$ cat src/rtl/mem_access_ctrl_if.sv
// ---------------------------------------------------------------------------
// mem_access_ctrl_if
// Groups the execute-stage memory request, the data-bus handshake and the
// register writeback/exception outputs of mem_access_ctrl.
//   master : the controller's view (requests/bus responses in, bus/wb out)
//   slave  : the surrounding pipeline + memory view (mirror of master)
// Signals:
//   iRead/iWrite/iAddr/iData/iOpType/iRdAddr   execute-stage memory op
//   oReady/oStall                              accept / pipeline hold
//   oBusReq/oBusWe/oBusAddr/oBusWData/oBusBe   bus request side
//   iBusAck/iBusRData/iBusErr                  bus response side
//   oRegDv/oRegAddr/oRegData                   load writeback
//   oExcValid/oExcCode                         exception pulse
// ---------------------------------------------------------------------------
interface mem_access_ctrl_if #(
  parameter int cXLEN       = 32,
  parameter int cRegSelBitW = 5
);
  logic                   iRead;
  logic                   iWrite;
  logic [cXLEN-1:0]       iAddr;
  logic [cXLEN-1:0]       iData;
  logic [2:0]             iOpType;
  logic [cRegSelBitW-1:0] iRdAddr;
  logic                   oReady;
  logic                   oStall;
  logic                   oBusReq;
  logic                   oBusWe;
  logic [cXLEN-1:0]       oBusAddr;
  logic [cXLEN-1:0]       oBusWData;
  logic [3:0]             oBusBe;
  logic                   iBusAck;
  logic [cXLEN-1:0]       iBusRData;
  logic                   iBusErr;
  logic                   oRegDv;
  logic [cRegSelBitW-1:0] oRegAddr;
  logic [cXLEN-1:0]       oRegData;
  logic                   oExcValid;
  logic [1:0]             oExcCode;

  modport master (
    input  iRead, iWrite, iAddr, iData, iOpType, iRdAddr,
    input  iBusAck, iBusRData, iBusErr,
    output oReady, oStall, oBusReq, oBusWe, oBusAddr, oBusWData, oBusBe,
    output oRegDv, oRegAddr, oRegData, oExcValid, oExcCode
  );

  modport slave (
    output iRead, iWrite, iAddr, iData, iOpType, iRdAddr,
    output iBusAck, iBusRData, iBusErr,
    input  oReady, oStall, oBusReq, oBusWe, oBusAddr, oBusWData, oBusBe,
    input  oRegDv, oRegAddr, oRegData, oExcValid, oExcCode
  );
endinterface

$ cat src/rtl/mem_access_ctrl.sv
// ---------------------------------------------------------------------------
// mem_access_ctrl
// Takes one load/store from the execute stage, runs it over a req/ack data
// bus, aligns store lanes, extracts/extends load data and returns it as a
// register writeback. Decode errors, bus errors and bus timeouts become a
// one-cycle exception pulse. The pipeline is stalled whenever not idle.
// Ports:
//   clk  rising-edge clock
//   rst  asynchronous, active-high reset
//   bus  mem_access_ctrl_if.master (request, bus, writeback, exception)
// All outputs are registered.
// ---------------------------------------------------------------------------
module mem_access_ctrl #(
  parameter int cXLEN       = 32,
  parameter int cRegSelBitW = 5,
  parameter int cTimeoutCyc = 255
) (
  input  logic              clk,
  input  logic              rst,
  mem_access_ctrl_if.master bus
);

  localparam int CW = $clog2(cTimeoutCyc + 1);
  // Last BUS cycle count before a missing ack turns into a timeout fault
  localparam logic [CW-1:0] TMO_LAST = CW'(cTimeoutCyc - 1);

  typedef enum logic [1:0] {
    ST_IDLE = 2'd0,
    ST_BUS  = 2'd1,
    ST_WB   = 2'd2,
    ST_ERR  = 2'd3
  } state_t;

  // Replicate store data so every lane carries the addressed bytes
  function automatic logic [31:0] store_data(input logic [2:0] op, input logic [31:0] d);
    logic [31:0] w;
    case (op[1:0])
      2'b00:   w = {4{d[7:0]}};
      2'b01:   w = {2{d[15:0]}};
      default: w = d;
    endcase
    return w;
  endfunction

  // Byte enables for the access size at the given byte offset
  function automatic logic [3:0] lane_be(input logic [2:0] op, input logic [1:0] off);
    logic [3:0] be;
    case (op[1:0])
      2'b00:   be = 4'b0001 << off;
      2'b01:   be = 4'b0011 << off;
      default: be = 4'b1111;
    endcase
    return be;
  endfunction

  // Shift the addressed bytes down and sign/zero extend
  function automatic logic [31:0] load_extract(input logic [2:0] op, input logic [1:0] off,
                                               input logic [31:0] rdata);
    logic [31:0] r;
    logic [31:0] v;
    r = rdata >> {off, 3'b000};
    case (op)
      3'b000:  v = {{24{r[7]}}, r[7:0]};
      3'b001:  v = {{16{r[15]}}, r[15:0]};
      3'b100:  v = {24'h000000, r[7:0]};
      3'b101:  v = {16'h0000, r[15:0]};
      default: v = r;
    endcase
    return v;
  endfunction

  state_t                 state_r;
  state_t                 state_nx_s;
  logic [1:0]             code_nx_s;
  logic                   illegal_s;
  logic                   misaligned_s;
  logic                   accept_s;
  logic [CW-1:0]          cnt_r;
  logic                   we_r;
  logic [2:0]             op_r;
  logic [1:0]             off_r;
  logic [cRegSelBitW-1:0] rd_r;
  logic [cXLEN-1:0]       bus_addr_r;
  logic [cXLEN-1:0]       bus_wdata_r;
  logic [3:0]             bus_be_r;
  logic                   ready_r;
  logic                   stall_r;
  logic                   req_r;
  logic                   reg_dv_r;
  logic [cRegSelBitW-1:0] reg_addr_r;
  logic [cXLEN-1:0]       reg_data_r;
  logic                   exc_valid_r;
  logic [1:0]             exc_code_r;

  assign accept_s = (state_r == ST_IDLE) && (bus.iRead || bus.iWrite);

  // Decode the incoming op: illegal opType and misalignment (stores win over loads when both set)
  always_comb begin
    illegal_s    = 1'b0;
    misaligned_s = 1'b0;
    case (bus.iOpType)
      3'b000: begin
        illegal_s    = 1'b0;
        misaligned_s = 1'b0;
      end
      3'b001: misaligned_s = bus.iAddr[0];
      3'b010: misaligned_s = (bus.iAddr[1:0] != 2'b00);
      3'b100: illegal_s = bus.iWrite;
      3'b101: begin
        illegal_s    = bus.iWrite;
        misaligned_s = bus.iAddr[0];
      end
      default: illegal_s = 1'b1;
    endcase
  end

  // Next-state logic; an ack is only looked at while in BUS, where oBusReq is high
  always_comb begin
    state_nx_s = state_r;
    code_nx_s  = 2'b00;
    case (state_r)
      ST_IDLE: begin
        if (accept_s) begin
          if (illegal_s) begin
            state_nx_s = ST_ERR;
            code_nx_s  = 2'b10;
          end else if (misaligned_s) begin
            state_nx_s = ST_ERR;
            code_nx_s  = 2'b01;
          end else begin
            state_nx_s = ST_BUS;
          end
        end else begin
          state_nx_s = ST_IDLE;
        end
      end
      ST_BUS: begin
        if (bus.iBusAck) begin
          if (bus.iBusErr) begin
            state_nx_s = ST_ERR;
            code_nx_s  = 2'b11;
          end else if (we_r) begin
            state_nx_s = ST_IDLE;
          end else begin
            state_nx_s = ST_WB;
          end
        end else if (cnt_r == TMO_LAST) begin
          state_nx_s = ST_ERR;
          code_nx_s  = 2'b11;
        end else begin
          state_nx_s = ST_BUS;
        end
      end
      ST_WB:   state_nx_s = ST_IDLE;
      ST_ERR:  state_nx_s = ST_IDLE;
      default: state_nx_s = ST_IDLE;
    endcase
  end

  // State register, request capture, timeout counter and registered outputs
  always_ff @(posedge clk or posedge rst) begin
    if (rst) begin
      state_r     <= ST_IDLE;
      cnt_r       <= '0;
      we_r        <= 1'b0;
      op_r        <= 3'b000;
      off_r       <= 2'b00;
      rd_r        <= '0;
      bus_addr_r  <= '0;
      bus_wdata_r <= '0;
      bus_be_r    <= 4'b0000;
      ready_r     <= 1'b1;
      stall_r     <= 1'b0;
      req_r       <= 1'b0;
      reg_dv_r    <= 1'b0;
      reg_addr_r  <= '0;
      reg_data_r  <= '0;
      exc_valid_r <= 1'b0;
      exc_code_r  <= 2'b00;
    end else begin
      state_r <= state_nx_s;
      ready_r <= (state_nx_s == ST_IDLE);
      stall_r <= (state_nx_s != ST_IDLE);
      req_r   <= (state_nx_s == ST_BUS);

      // Request fields are frozen at accept so the bus side stays stable until ack
      if (accept_s) begin
        we_r        <= bus.iWrite;
        op_r        <= bus.iOpType;
        off_r       <= bus.iAddr[1:0];
        rd_r        <= bus.iRdAddr;
        bus_addr_r  <= {bus.iAddr[cXLEN-1:2], 2'b00};
        bus_wdata_r <= store_data(bus.iOpType, bus.iData);
        bus_be_r    <= lane_be(bus.iOpType, bus.iAddr[1:0]);
      end

      // Counts BUS cycles; zero on every entry to BUS
      if (state_r == ST_BUS) begin
        cnt_r <= cnt_r + CW'(1);
      end else begin
        cnt_r <= '0;
      end

      // Writeback to x0 still runs the bus read but never raises oRegDv
      if (state_nx_s == ST_WB) begin
        reg_dv_r   <= (rd_r != '0);
        reg_addr_r <= rd_r;
        reg_data_r <= load_extract(op_r, off_r, bus.iBusRData);
      end else begin
        reg_dv_r   <= 1'b0;
        reg_addr_r <= '0;
        reg_data_r <= '0;
      end

      if (state_nx_s == ST_ERR) begin
        exc_valid_r <= 1'b1;
        exc_code_r  <= code_nx_s;
      end else begin
        exc_valid_r <= 1'b0;
        exc_code_r  <= 2'b00;
      end
    end
  end

  assign bus.oReady    = ready_r;
  assign bus.oStall    = stall_r;
  assign bus.oBusReq   = req_r;
  assign bus.oBusWe    = we_r;
  assign bus.oBusAddr  = bus_addr_r;
  assign bus.oBusWData = bus_wdata_r;
  assign bus.oBusBe    = bus_be_r;
  assign bus.oRegDv    = reg_dv_r;
  assign bus.oRegAddr  = reg_addr_r;
  assign bus.oRegData  = reg_data_r;
  assign bus.oExcValid = exc_valid_r;
  assign bus.oExcCode  = exc_code_r;

endmodule

$ cat src/flat_wrapper.sv
// flat-port wrapper written by rule: the top's interface ports become plain ports
module mem_access_ctrl_flat 
#(
  parameter int cXLEN       = 32,
  parameter int cRegSelBitW = 5,
  parameter int cTimeoutCyc = 255
)
  (clk, rst, bus_iRead, bus_iWrite, bus_iAddr, bus_iData, bus_iOpType, bus_iRdAddr, bus_iBusAck, bus_iBusRData, bus_iBusErr, bus_oReady, bus_oStall, bus_oBusReq, bus_oBusWe, bus_oBusAddr, bus_oBusWData, bus_oBusBe, bus_oRegDv, bus_oRegAddr, bus_oRegData, bus_oExcValid, bus_oExcCode);
  mem_access_ctrl_if #(.cXLEN(cXLEN), .cRegSelBitW(cRegSelBitW)) bus_i ();
  input  logic clk;
  input  logic rst;
  input wire logic [$bits(bus_i.iRead)-1:0] bus_iRead;
  input wire logic [$bits(bus_i.iWrite)-1:0] bus_iWrite;
  input wire logic [$bits(bus_i.iAddr)-1:0] bus_iAddr;
  input wire logic [$bits(bus_i.iData)-1:0] bus_iData;
  input wire logic [$bits(bus_i.iOpType)-1:0] bus_iOpType;
  input wire logic [$bits(bus_i.iRdAddr)-1:0] bus_iRdAddr;
  input wire logic [$bits(bus_i.iBusAck)-1:0] bus_iBusAck;
  input wire logic [$bits(bus_i.iBusRData)-1:0] bus_iBusRData;
  input wire logic [$bits(bus_i.iBusErr)-1:0] bus_iBusErr;
  output wire logic [$bits(bus_i.oReady)-1:0] bus_oReady;
  output wire logic [$bits(bus_i.oStall)-1:0] bus_oStall;
  output wire logic [$bits(bus_i.oBusReq)-1:0] bus_oBusReq;
  output wire logic [$bits(bus_i.oBusWe)-1:0] bus_oBusWe;
  output wire logic [$bits(bus_i.oBusAddr)-1:0] bus_oBusAddr;
  output wire logic [$bits(bus_i.oBusWData)-1:0] bus_oBusWData;
  output wire logic [$bits(bus_i.oBusBe)-1:0] bus_oBusBe;
  output wire logic [$bits(bus_i.oRegDv)-1:0] bus_oRegDv;
  output wire logic [$bits(bus_i.oRegAddr)-1:0] bus_oRegAddr;
  output wire logic [$bits(bus_i.oRegData)-1:0] bus_oRegData;
  output wire logic [$bits(bus_i.oExcValid)-1:0] bus_oExcValid;
  output wire logic [$bits(bus_i.oExcCode)-1:0] bus_oExcCode;
  assign bus_i.iRead = bus_iRead;
  assign bus_i.iWrite = bus_iWrite;
  assign bus_i.iAddr = bus_iAddr;
  assign bus_i.iData = bus_iData;
  assign bus_i.iOpType = bus_iOpType;
  assign bus_i.iRdAddr = bus_iRdAddr;
  assign bus_i.iBusAck = bus_iBusAck;
  assign bus_i.iBusRData = bus_iBusRData;
  assign bus_i.iBusErr = bus_iBusErr;
  assign bus_oReady = bus_i.oReady;
  assign bus_oStall = bus_i.oStall;
  assign bus_oBusReq = bus_i.oBusReq;
  assign bus_oBusWe = bus_i.oBusWe;
  assign bus_oBusAddr = bus_i.oBusAddr;
  assign bus_oBusWData = bus_i.oBusWData;
  assign bus_oBusBe = bus_i.oBusBe;
  assign bus_oRegDv = bus_i.oRegDv;
  assign bus_oRegAddr = bus_i.oRegAddr;
  assign bus_oRegData = bus_i.oRegData;
  assign bus_oExcValid = bus_i.oExcValid;
  assign bus_oExcCode = bus_i.oExcCode;
  mem_access_ctrl #(.cXLEN(cXLEN), .cRegSelBitW(cRegSelBitW), .cTimeoutCyc(cTimeoutCyc)) u_core (.clk(clk), .rst(rst), .bus(bus_i));
endmodule
$ cat config.mk
export PLATFORM = sky130hd
export DESIGN_NAME = mem_access_ctrl_flat
export DESIGN_NICKNAME = d
export VERILOG_FILES = /design/src/rtl/mem_access_ctrl_if.sv /design/src/rtl/mem_access_ctrl.sv /design/src/flat_wrapper.sv
export SDC_FILE = /design/constraint.sdc
export NUM_CORES = 1
export LEC_CHECK = 0
export ABC_AREA = 1
export BUFFER_PORTS_ARGS = -buffer_cell sky130_fd_sc_hd__buf_4
export CORE_MARGIN = 1.5
export CORE_UTILIZATION = 46
export CTS_BUF_LIST = sky130_fd_sc_hd__clkbuf_4
export CTS_CLUSTER_DIAMETER = 60
export CTS_CLUSTER_SIZE = 16
export DETAILED_ROUTE_END_ITERATION = 6
export PLACE_DENSITY = 0.83
export REMOVE_ABC_BUFFERS = 1
export SKIP_LAST_GASP = 1
export SYNTH_ARGS = -nofsm -noshare
export SYNTH_HDL_FRONTEND = slang
export SYNTH_SLANG_ARGS = --single-unit
$ cat constraint.sdc
create_clock -name clk -period 4.4 [get_ports clk]
set_clock_uncertainty 0.15 [all_clocks]
set_input_delay 0.66 -clock clk [delete_from_list [all_inputs] [get_ports clk]]
set_output_delay 0.66 -clock clk [all_outputs]
set_load 0.02 [all_outputs]
After elaboration in Yosys (flattened, before gate mapping)
Index checks and enable logic that the tools add are counted.
{"block": "classes", "add_sub_neg": 1, "eq_ne": 15, "shifts": 3, "n_mux": 26, "reduce_logical": 14}
{"operator": "32-bit case mux with 4 select lines", "count": 1}
{"operator": "32-bit case mux with 2 select lines", "count": 1}
{"operator": "32-bit 2-to-1 mux", "count": 1}
{"operator": "32-bit by 5-bit right shift with 32-bit output", "count": 1}
{"operator": "2-bit 2-to-1 mux", "count": 13}
{"operator": "3-bit == test, second input constant", "count": 4}
{"operator": "8-bit by 1-bit adder with 8-bit output, second input constant", "count": 1}
{"operator": "2-bit == test, second input constant", "count": 4}
{"operator": "8-bit == test, second input constant", "count": 1}
{"operator": "8-bit 2-to-1 mux", "count": 1}
{"operator": "4-bit case mux with 2 select lines", "count": 1}
{"operator": "2-bit by 1-bit == test with 1-bit output, second input constant", "count": 3}
{"operator": "3-bit by 1-bit == test with 1-bit output, second input constant", "count": 2}
{"operator": "2-bit zero test", "count": 3}
{"operator": "3-bit zero test", "count": 2}
{"operator": "2-bit case mux with 3 select lines", "count": 1}
{"operator": "2-bit OR reduction", "count": 3}
{"operator": "5-bit 2-to-1 mux", "count": 1}
{"operator": "5-bit nonzero test", "count": 1}
{"operator": "1-bit case mux with 2 select lines", "count": 2}
{"operator": "2-bit case mux with 2 select lines", "count": 1}
{"operator": "2-bit nonzero test", "count": 2}
{"operator": "1-bit by 2-bit left shift with 4-bit output, first input constant", "count": 1}
{"operator": "2-bit by 2-bit left shift with 4-bit output, first input constant", "count": 1}
{"operator": "5 further kinds", "count": 7}
{"block": "word_totals", "register_bits": 131, "inputBits": 110, "output_inout_bits": 113, "elab_cells": 76}

Longest topological paths before layout
{"block": "logic_depth", "ltp_word": 9, "mapped_depth": 10, "mapped_depth_nobuf": 9}

Worst setup path after synthesis
Ideal clock, no wire load.
{"block": "synth_timing", "kind": "input -> register", "from": "input port bus_iOpType[0]", "to": "register u_core.req_r (netlist: u_core.bus.oBusReq)", "setup_ns": 0.071, "arrival_time_ns": 1.456, "t_required_ns": 4.179, "slack_ns": 2.722, "stages": 8, "path_buffers": 1, "path_cell_list": "buf_2 -> nand2_1 -> clkinv_1 -> nand2_1 -> nand3_1 -> nand2_1 -> nand2_1 -> nor2_1"}
{"block": "synth_between", "elab_chain_len": 8, "word_cells_on_any_way": 15, "classes_between": "5 x eq/ne; 6 x mux; 4 x reduce/logical"}
{"item": "start, declared", "line": "flat_wrapper.sv:16", "rtl": "input wire logic [$bits(bus_i.iOpType)-1:0] bus_iOpType;"}
{"item": "3-bit by 1-bit == test with 1-bit output / 3-bit == test (equally long branches)", "line": "mem_access_ctrl.sv:101", "rtl": "case (bus.iOpType)"}
{"item": "2-bit OR reduction (no line)"}
{"item": "1-bit case mux with 2 select lines", "line": "mem_access_ctrl.sv:101"}
{"item": "2-bit 2-to-1 mux", "line": "mem_access_ctrl.sv:127", "rtl": "end else if (misaligned_s) begin"}
{"item": "2-bit 2-to-1 mux *", "line": "mem_access_ctrl.sv:124", "rtl": "if (illegal_s) begin"}
{"item": "2-bit 2-to-1 mux *", "line": "mem_access_ctrl.sv:123", "rtl": "if (accept_s) begin"}
{"item": "2-bit case mux with 3 select lines *", "line": "mem_access_ctrl.sv:121", "rtl": "case (state_r)"}
{"item": "via u_core.state_nx_s[1]", "line": "mem_access_ctrl.sv:73", "rtl": "state_t state_nx_s;"}
{"item": "2-bit by 1-bit == test with 1-bit output *", "line": "mem_access_ctrl.sv:184", "rtl": "req_r <= (state_nx_s == ST_BUS);"}
{"item": "end signal, assigned", "line": "mem_access_ctrl.sv:184"}
{"item": "end, declared", "line": "mem_access_ctrl.sv:88", "rtl": "logic req_r;"}
Mark *: on every way through the listed nets, which the timed path passes. The rest lies on a longest branch.
A chain may end at the register's enable or synchronous reset.

Worst setup path in the final report
{"block": "layout_timing", "from": "register u_core.off_r[0]", "to": "register u_core.reg_data_r[19] (netlist: u_core.bus.oRegData[19])"}
{"block": "layout_between", "elab_chain_len": 3}
{"item": "start, declared", "line": "mem_access_ctrl.sv:81", "rtl": "logic [1:0] off_r;"}
{"item": "start signal, assigned", "line": "mem_access_ctrl.sv:190", "rtl": "off_r <= bus.iAddr[1:0];"}
{"item": "32-bit by 5-bit right shift with 32-bit output", "line": "mem_access_ctrl.sv:61", "rtl": "r = rdata >> {off, 3'b000};"}
{"item": "32-bit case mux with 4 select lines", "line": "mem_access_ctrl.sv:62", "rtl": "case (op)"}
{"item": "32-bit 2-to-1 mux", "line": "mem_access_ctrl.sv:205", "rtl": "if (state_nx_s == ST_WB) begin"}
{"item": "end signal, assigned", "line": "mem_access_ctrl.sv:208", "rtl": "reg_data_r <= load_extract(op_r, off_r, bus.iBusRData);"}
{"item": "end, declared", "line": "mem_access_ctrl.sv:91", "rtl": "logic [cXLEN-1:0] reg_data_r;"}
No other way between the ends.

==> qor.csv <==
metric,value,unit
status,"finished, final reports clean",
# H-tree levels,4,
first-pass GRT wire length,24.52,mm
"EDFF count, synth",0,
mean post-synth cell area,8.549,µm²
max-cap violations,0,
Slew Limit Fails,0,
"antenna viol nets, final",0,
Hold Path Cell Cnt,3,
Die ar.,13440,µm²
I/O pin count,223,
DRC viols,0,
worst skew pair latency,0.54,ns
"most common cell after layout, fill and taps aside",nand2_1,
core area,12520,µm²
TNS Setup,0,ns
Synth top area share,0.5547,
Hold Path End,u_core.bus.oBusAddr[14]$_DFFE_PP0P_,
post_cts resized,0,
routed length on met2,7.615,mm
Multi-input gate area,2276,µm²
worst reg-to-reg path cell count,7,
Bufs on Longest Clock Path,2,
largest cells by area after synthesis,"dfrtp_1 (55%), nand2_1 (17%), o21ai_0 (3.8%)",
wl on met1,6.320,mm
CTS clock-pin slew for the worst setup and hold paths,0.10,ns
Netlist cell types,34,
Fin Hold WS,0.1546,ns
VDD IR max,0.0004600,V
PwrDens,685.9,nW/µm²
GP Congestion,0.7841,
largest net degree at the start of global routing,69,
port bufs,220,
Sequential cell area,3279,µm²
Via Count,5332,
RSZ-0062 raised after global routing,false,
final period utilization,0.5444,
Worst Path Required,4.65,ns
Post-CTS Setup Bufs,0,
Crit Path Class,reg2reg,
crit-path max FO,32,
drt first pass iters,5,
met3 WL post-DR,1.378,mm
CTS tree,yes,
reg-to-reg setup timing slack,2.00,ns
sequential element share of the synthesized area,0.5592,
Clk Tree Root Cell,clkbuf_4,
worst hold path class,in2reg,
vias in the first global route,5147,
slew margin rel.,0.3646,
initial drt markers,333,
DRT Wirelength,15.56,mm
YS warnings,0,
PnR worst setup slack,2.004,ns
startpoint class of the critical path,flip-flop,
WP data arrival,2.65,ns
Syn Inst Count,686,
total CTS buffers,17,
hold path start,bus_iAddr[14],
std cell rows,41,
Tot GR Track Use,0.2412,
dpl hpwl,11.14,mm
Routed wire per std cell,14.43,µm
crit path capture type,flip-flop,
nets,1006,
fill cell count,1162,
Yosys reg bits,131,
setup violators final,0,
Reg-to-Reg End,u_core.bus.oRegData[19]$_DFF_PP0_,
max layer used,met4,
Final Hold Viols,0,
most frequent cells in the layout,"nand2_1 (258), buf_4 (226), dfrtp_1 (130), nor2_1 (48), o21ai_0 (44)",
Most used DFF post-synth,dfrtp_1,
Area growth syn-to-layout,33.65,%
Worst-Margin Slew,0.9531,ns
Lkg Pwr,4.109,nW
initial antenna violation count,1,
Die Width,115.9,µm
Post-Syn Area,5864,µm²
clock sinks,131,
"area leader, netlist",dfrtp_1,
Via-to-Cell Ratio,4.946,
Max Clk Rate,417.4,MHz
pre-CTS WS,2.086,ns
GR Overflow Total,0,
Reg-to-Reg Start,u_core.off_r[0]$_DFFE_PP0P_,
ys async rst share,1.000,
Tmin final,2.396,ns
fraction of layout cells with a size suffix above 1,0.3282,
Initial Util,0.4685,
chip height,115.9,µm
## per-stage QoR
stage	instance area, µm²	util	cells	total power, mW
after floorplan	5653	-	648	3.560
after global placement	7577	0.6054	1046	4.598
after detailed placement	7577	0.6054	1046	4.655
after CTS	7835	0.6260	1077	5.417
after global routing	7838	0.6262	1078	5.788
final	7838	0.6262	1078	5.375
## worst max path at each step
stage / slack, ns / start / cells past startpoint / end
after floorplan: 0.09 / rst / 1 / u_core.bus.oBusAddr[10]$_DFFE_PP0P_
after global placement: 2.15 / u_core.off_r[0]$_DFFE_PP0P_ / 7 / u_core.bus.oRegData[26]$_DFF_PP0_
after detailed placement: 2.09 / u_core.off_r[1]$_DFFE_PP0P_ / 6 / u_core.bus.oRegData[19]$_DFF_PP0_
after CTS: 2.06 / u_core.off_r[1]$_DFFE_PP0P_ / 6 / u_core.bus.oRegData[19]$_DFF_PP0_
after global routing: 1.82 / u_core.off_r[0]$_DFFE_PP0P_ / 7 / u_core.bus.oRegData[30]$_DFF_PP0_
final: 2.00 / u_core.off_r[0]$_DFFE_PP0P_ / 7 / u_core.bus.oRegData[19]$_DFF_PP0_
## critical path: stages (launching register included)
cell and delay (ns):
dfrtp_1 0.81, inv_2 0.40, nand2_1 0.18, nand3_1 0.15, nand3_4 0.19, nand3_4 0.20, nand2_1 0.12, nor2_1 0.05
## final cells by class
type                       instances  share of cell area
clock buffer                      21             0.02011
clock inverter                     9             0.01149
tap                              172             0.02746
multi-input combinational        489              0.2904
antenna                            1           0.0003193
timing repair buffer             227              0.2178
inverter                          28             0.01405
sequential                       131              0.4184
## timing repair
action	in CTS	in global routing
endpoints found under the hold margin	46	0
hold buffers	1	0
setup endpoints to repair	0	0
## registers in the layout, summed over array words and instances, names as in the netlist, 2 cells and up
name                  count
u_core.bus.oBusWData     32
u_core.bus.oRegData      32
u_core.bus.oBusAddr      30
u_core.cnt_r              8
u_core.bus.oRegAddr       5
u_core.rd_r               5
u_core.bus.oBusBe         4
u_core.op_r               3
u_core.bus.oExcCode       2
u_core.off_r              2
u_core.state_r            2
## per-layer routing
metal  vias up  global-route usage
li1       2606                   -
met1      2497              0.2909
met2       210              0.4000
met3        19             0.08421
met4         0             0.09024
met5         -                   0
## where the power goes
part,internal [mW],switching (mW)
logic,0.994,1.64
clock network,0.346,0.408
registers,1.65,0.332
total,2.99,2.38
## synth_stat cells, types with 2 or more instances
| library cell | n |
|---|---|
| buf_2 | 18 |
| nand2_1 | 258 |
| a41oi_1 | 3 |
| inv_1 | 22 |
| o22ai_1 | 8 |
| nor2_1 | 48 |
| ha_1 | 2 |
| clkinv_1 | 2 |
| nand2_2 | 3 |
| or2_2 | 7 |
| a31oi_1 | 11 |
| nor2_4 | 12 |
| inv_2 | 4 |
| buf_6 | 4 |
| clkbuf_1 | 11 |
| nand3_1 | 35 |
| o21ai_0 | 44 |
| nand3_4 | 2 |
| nor2_2 | 11 |
| dfrtp_1 | 130 |
| nor3_1 | 11 |
| buf_4 | 4 |
| a21oi_1 | 25 |
## cells by family (layout without fill, tap and decap cells)
group           after synthesis  in the layout  synth area share
simple gates                391            391            0.2934
buf+inv                      67            285           0.05462
compound gates               94             94           0.08791
fa+ha+maj                     2              2          0.004266
other cells                   1              3         0.0006395
flops                       131            131            0.5592
No activity file was read; power rests on OpenSTA's default activity.
